===== src/rtl/alu_seq.sv =====
// alu_seq: registered ALU with single-cycle ADD/SUB/AND/OR/XOR/SLT and
// iterative unsigned MUL (shift-add) and DIVU (restoring), one bit per cycle.
//   clk, rst        : clock (rising edge), asynchronous active-high reset
//   start, op, a, c : request, operation select, operands (start ignored while busy)
//   out, rem        : registered result and remainder (rem nonzero only for DIVU)
//   zero, negative  : derived from the final out value
//   carry, overflow : carry/borrow/high-part flag, signed overflow / divide-by-zero
//   busy, done      : multi-cycle op in progress, one-cycle result-valid pulse
module alu_seq #(
  parameter int unsigned WIDTH = 32,
  parameter int unsigned CNT_W = 6
) (
  input  logic             clk,
  input  logic             rst,
  input  logic             start,
  input  logic [2:0]       op,
  input  logic [WIDTH-1:0] a,
  input  logic [WIDTH-1:0] c,
  output logic [WIDTH-1:0] out,
  output logic [WIDTH-1:0] rem,
  output logic             zero,
  output logic             negative,
  output logic             carry,
  output logic             overflow,
  output logic             busy,
  output logic             done
);

  typedef enum logic [1:0] {ST_IDLE, ST_MUL, ST_DIV} state_t;
  typedef enum logic [2:0] {
    OP_ADD  = 3'd0,
    OP_SUB  = 3'd1,
    OP_AND  = 3'd2,
    OP_OR   = 3'd3,
    OP_XOR  = 3'd4,
    OP_SLT  = 3'd5,
    OP_MUL  = 3'd6,
    OP_DIVU = 3'd7
  } op_t;

  state_t             state_q, state_d;
  logic [CNT_W-1:0]   cnt_q, cnt_d;
  logic [WIDTH-1:0]   c_q, c_d;
  logic [2*WIDTH-1:0] acc_q, acc_d;
  logic [WIDTH-1:0]   out_q, out_d;
  logic [WIDTH-1:0]   rem_q, rem_d;
  logic               zero_q, zero_d;
  logic               neg_q, neg_d;
  logic               carry_q, carry_d;
  logic               ovf_q, ovf_d;
  logic               busy_q, busy_d;
  logic               done_q, done_d;

  logic [WIDTH:0]     add_w, sub_w;
  logic [WIDTH:0]     mul_sum;
  logic [2*WIDTH-1:0] mul_next;
  logic [WIDTH:0]     div_shift, div_diff;
  logic [2*WIDTH-1:0] div_next;
  logic               fin;
  logic [WIDTH-1:0]   res;

  always_ff @(posedge clk or posedge rst) begin
    if (rst) begin
      state_q <= ST_IDLE;
      cnt_q   <= '0;
      c_q     <= '0;
      acc_q   <= '0;
      out_q   <= '0;
      rem_q   <= '0;
      zero_q  <= 1'b0;
      neg_q   <= 1'b0;
      carry_q <= 1'b0;
      ovf_q   <= 1'b0;
      busy_q  <= 1'b0;
      done_q  <= 1'b0;
    end else begin
      state_q <= state_d;
      cnt_q   <= cnt_d;
      c_q     <= c_d;
      acc_q   <= acc_d;
      out_q   <= out_d;
      rem_q   <= rem_d;
      zero_q  <= zero_d;
      neg_q   <= neg_d;
      carry_q <= carry_d;
      ovf_q   <= ovf_d;
      busy_q  <= busy_d;
      done_q  <= done_d;
    end
  end

  always_comb begin
    state_d = state_q;
    cnt_d   = cnt_q;
    c_d     = c_q;
    acc_d   = acc_q;
    out_d   = out_q;
    rem_d   = rem_q;
    zero_d  = zero_q;
    neg_d   = neg_q;
    carry_d = carry_q;
    ovf_d   = ovf_q;
    busy_d  = busy_q;
    done_d  = 1'b0;
    fin     = 1'b0;
    res     = '0;

    add_w = {1'b0, a} + {1'b0, c};
    // Top bit of the extended difference is the unsigned borrow.
    sub_w = {1'b0, a} - {1'b0, c};

    // MUL: acc = {partial product, remaining multiplier bits}; add then shift right.
    mul_sum  = {1'b0, acc_q[2*WIDTH-1:WIDTH]} + (acc_q[0] ? {1'b0, c_q} : '0);
    mul_next = {mul_sum, acc_q[WIDTH-1:1]};

    // DIV: acc = {partial remainder, dividend/quotient}; shift left, trial subtract.
    div_shift = acc_q[2*WIDTH-1:WIDTH-1];
    div_diff  = div_shift - {1'b0, c_q};
    div_next  = div_diff[WIDTH] ? {div_shift[WIDTH-1:0], acc_q[WIDTH-2:0], 1'b0}
                                : {div_diff[WIDTH-1:0],  acc_q[WIDTH-2:0], 1'b1};

    unique case (state_q)
      ST_IDLE: begin
        if (start) begin
          unique case (op_t'(op))
            OP_ADD: begin
              fin     = 1'b1;
              res     = add_w[WIDTH-1:0];
              carry_d = add_w[WIDTH];
              ovf_d   = (a[WIDTH-1] == c[WIDTH-1]) && (add_w[WIDTH-1] != a[WIDTH-1]);
            end
            OP_SUB: begin
              fin     = 1'b1;
              res     = sub_w[WIDTH-1:0];
              carry_d = sub_w[WIDTH];
              ovf_d   = (a[WIDTH-1] != c[WIDTH-1]) && (sub_w[WIDTH-1] != a[WIDTH-1]);
            end
            OP_AND, OP_OR, OP_XOR, OP_SLT: begin
              fin     = 1'b1;
              carry_d = 1'b0;
              ovf_d   = 1'b0;
              if (op_t'(op) == OP_AND)      res = a & c;
              else if (op_t'(op) == OP_OR)  res = a | c;
              else if (op_t'(op) == OP_XOR) res = a ^ c;
              else                          res = {{(WIDTH-1){1'b0}}, ($signed(a) < $signed(c))};
            end
            OP_MUL, OP_DIVU: begin
              c_d     = c;
              acc_d   = {{WIDTH{1'b0}}, a};
              cnt_d   = CNT_W'(WIDTH);
              busy_d  = 1'b1;
              state_d = (op_t'(op) == OP_MUL) ? ST_MUL : ST_DIV;
            end
            default: ;
          endcase
          if (fin) begin
            rem_d  = '0;
            done_d = 1'b1;
          end
        end
      end
      ST_MUL: begin
        acc_d = mul_next;
        cnt_d = cnt_q - CNT_W'(1);
        if (cnt_q == CNT_W'(1)) begin
          fin     = 1'b1;
          res     = mul_next[WIDTH-1:0];
          rem_d   = '0;
          carry_d = |mul_next[2*WIDTH-1:WIDTH];
          ovf_d   = 1'b0;
          busy_d  = 1'b0;
          done_d  = 1'b1;
          state_d = ST_IDLE;
        end
      end
      ST_DIV: begin
        acc_d = div_next;
        cnt_d = cnt_q - CNT_W'(1);
        if (cnt_q == CNT_W'(1)) begin
          // A zero divisor naturally yields all-ones quotient and remainder = a.
          fin     = 1'b1;
          res     = div_next[WIDTH-1:0];
          rem_d   = div_next[2*WIDTH-1:WIDTH];
          carry_d = 1'b0;
          ovf_d   = (c_q == '0);
          busy_d  = 1'b0;
          done_d  = 1'b1;
          state_d = ST_IDLE;
        end
      end
      default: state_d = ST_IDLE;
    endcase

    // zero/negative only follow a completed result so they stay 0 after reset.
    if (fin) begin
      out_d  = res;
      zero_d = (res == '0);
      neg_d  = res[WIDTH-1];
    end
  end

  assign out      = out_q;
  assign rem      = rem_q;
  assign zero     = zero_q;
  assign negative = neg_q;
  assign carry    = carry_q;
  assign overflow = ovf_q;
  assign busy     = busy_q;
  assign done     = done_q;

endmodule


===== config.mk =====
export PLATFORM = sky130hd
export DESIGN_NAME = alu_seq
export DESIGN_NICKNAME = d
export VERILOG_FILES = /design/src/rtl/alu_seq.sv
export SDC_FILE = /design/constraint.sdc
export NUM_CORES = 1
export LEC_CHECK = 0
export ABC_CLOCK_PERIOD_IN_PS = 6500
export BUFFER_PORTS_ARGS = -buffer_cell sky130_fd_sc_hd__buf_4
export CELL_PAD_IN_SITES_DETAIL_PLACEMENT = 0
export CELL_PAD_IN_SITES_GLOBAL_PLACEMENT = 1
export CORE_ASPECT_RATIO = 1.25
export CORE_UTILIZATION = 47
export CTS_BUF_LIST = sky130_fd_sc_hd__clkbuf_4 sky130_fd_sc_hd__clkbuf_8
export DETAILED_ROUTE_END_ITERATION = 8
export PLACE_DENSITY = 0.82
export SYNTH_ARGS = -nofsm -noshare
export SYNTH_HDL_FRONTEND = slang
export SYNTH_SLANG_ARGS = --single-unit

===== constraint.sdc =====
create_clock -name clk -period 6.5 [get_ports clk]
set_input_delay 0.975 -clock clk [delete_from_list [all_inputs] [get_ports clk]]
set_output_delay 0.975 -clock clk [all_outputs]
set_load 0.1 [all_outputs]

==> metrics.txt <==
run status=complete, no violations; Critical Path Fanout Max=4; initial standard-cell utilization of the core=a little under half; drt first-iter violations=about 1400; number of detailed-route iterations in the first pass=5; multi-input logic area=11500 um2; total number of placement rows=77; switching share of power=57.4%; clock sinks=173; ranking of synthesized cells by instance count=286 x nand2_1, 213 x a21oi_1, 196 x o21ai_0; largest net degree at the start of global routing=102; Storage cell area=around 4300 um2; top flip-flop cell by instance count after synthesis=dfrtp_1; CTS tree=yes; DR vias=17200; CP Capture Type=flip-flop; power density normalized to cell area=501 nW/um2; number of top-level pins=140; Skew-Pair Late Insertion Delay=about 540 ps; count of final hold-check violations=0; Final Non-Filler Cells=around 2800; required time of the worst setup path=6960 ps; post-synthesis cell area=17000 um2; cell internal pwr=4.02 mW; Max Root-Sink Buffers=2; IR drop worst, VDD=0.000331 V; number of max-slew violations in the final report=0; die area=36900 um2; post-route clock skew=20.3 ps; Clock Power Share=9.2%; wire length of the first global-routing pass=95400 um; Leakage=8.84 nW; Placed Cells=2760; die height=215 um; EDFF count, synth=0; core region area=35600 um2; average via count per standard cell=about 6.2; power dissipated by switching net loads=5.41 mW; share of flip-flops with an asynchronous set or reset=100%; DRT antenna net count=0; filler cell count in the final layout=3519; post-CTS setup buffer count=0; Final min period=5190 ps; portion of total power attributed to sequential cells=20.9%; dominant cell type by area after synthesis=dfrtp_1; Avg Inst Size Synth=7.57 um2; # Max-Cap Violations=0; layout cells sized above 1=10.8%; routability congestion estimate from global placement=0.954; overflow left after global routing=0; width of the chip=172 um; vias in the first global route=about 17000; count of hold-fix buffers inserted at cts=0; transition time at the pin with the least slew margin=1170 ps; CP arrival=5650 ps; highest attainable clock frequency=193 MHz; relative max-transition margin=20.0%; setup repair after global routing missed its margin=false; global-route total usage across every layer=34.1%; clock root buffer=clkbuf_8; part of the Yosys area used for sequential elements=25.5%; mean routed wirelength per cell=22.4 um; Num CTS Buffers=17; area added between synthesis and finish=10.7%; Resized cells post-CTS=0; I/O Buffers=139; Synth Warn #=0; number of levels the H-tree was split into=4; post-layout net count=2545; count of final setup violators=0; register bit count reported by yosys=173; startpoint types=primary input; Tightest Hold Check Type=in -> async; cells taking the most area after synthesis=dfrtp_1 25%, ha_1 12%, nand2_1 6.3%; count leader, synth=nand2_1; detailed placement HPWL=48200 um; Post-Route Utilization=a little over half; total negative setup slack=0 ps; Comb power frac=69.8%; number of antenna violations at the first check in global routing=2; number of instances in the synthesized netlist=2246; category of the critical setup timing path=in -> reg; Synth Net Count=2486; total detailed-routing wirelength=62500 um; final cycle utilization of the critical path=79.9%; area share of the leading cell type in the synthesized netlist=25.5%; count of cell types in the netlist=95; clock-pin slew of the registers on the worst-case setup and hold paths=about 100 ps; Remaining DRCs=0
-- worst max-delay path: stages --
cell and delay, ps:
buf_4 140, ha_1 260, fa_1 420, a21o_1 200, a22oi_1 310, a211oi_1 170
a211oi_2 390, a21oi_1 200, a41oi_1 400, o21a_1 240, nor2_1 50, a2111oi_0 1000
o2111ai_1 250, or4_1 510, o21ai_1 120
-- cell type report --
| type | count | area share [%] |
|---|---|---|
| Multi-Input combinational cell | 1775 | 61.3 |
| Sequential cell | 173 | 23.0 |
| Timing Repair Buffer | 174 | 6.94 |
| Inverter | 164 | 3.30 |
| Tap cell | 474 | 3.15 |
| Clock buffer | 18 | 1.32 |
| Clock inverter | 13 | 0.944 |
| Antenna cell | 2 | 0.0266 |
-- worst paths after layout --
path	cells past startpoint	slack, ps	from	to
setup / recovery	15	1310	a[0]	zero
hold / removal	2	460	rst	rem[3]
setup reg to reg	15	1390	c_q[7]	acc_q[36]
hold reg to reg	2	480	rem[22]	rem[22]
max in group asynchronous	3	4790	rst	c_q[12]
min in group clk	2	480	rem[22]	rem[22]
-- layout by cell type, fill, tap and decap left out, drive strengths merged, types with 18 or more instances in the layout --
master,n
clkbuf,18
nor4,19
o21a,19
a21oi,214
xnor2,51
nor3,35
and3,18
nand3,30
a211oi,34
ha,166
buf,174
a21o,42
a22oi,37
nand2,286
o21bai,20
o31ai,32
o211ai,25
nor2b,21
mux2i,29
inv,169
nor2,181
o21ai,199
a22o,18
and2,43
dfrtp,173
nand2b,19
-- per-layer routing --
layer,vias up,GRT usage (%),part of all wire [%]
met2,659,56.1,47
li1,8158,-,-
met1,8221,43.5,42
met5,-,0,0
met4,0,17.3,4.8
met3,145,4.30,5.7
-- registers in the layout, summed over array words and instances, names as in the netlist --
name      count
overflow      1
state_q       2
rem          32
carry         1
c_q          32
cnt_q         6
done          1
out          32
acc_q        64
zero          1
busy          1
-- kinds of logic after synthesis --
kind of cell               count (synthesis)  share of synthesized area [%]
xor gates and xnor gates                  67                           3.45
AOI/OAI and AO/OA                        785                           29.9
and+or+nand+nor                          716                           19.5
muxes                                     37                           2.24
DFF                                      173                           25.5
buffers and inverters                    298                           6.80
adders and majority gates                170                           12.7
-- power groups by stage --
stage	sequential (mW)	clock [mW]	combinational [mW]
4_1_cts	1.96	0.889	6.55
5_1_grt	2.04	0.922	7.14
3_5_place_dp	1.98	0	6.52
2_1_floorplan	2.84	0	3.92
3_3_place_gp	1.97	0	6.45
6_report	1.97	0.871	6.58
-- per-stage QoR --
step           cell area, um2  power [mW]  hold WS (ps)  setup WS [ps]
2_1_floorplan           17000        6.76           463            837
3_3_place_gp            18400        8.42           461            844
3_5_place_dp            18400        8.50           461            927
4_1_cts                 18800        9.40           470           1400
5_1_grt                 18800        10.1           490           1160
6_report                18800        9.43           462           1310
Power figures use the tool's default switching activity.
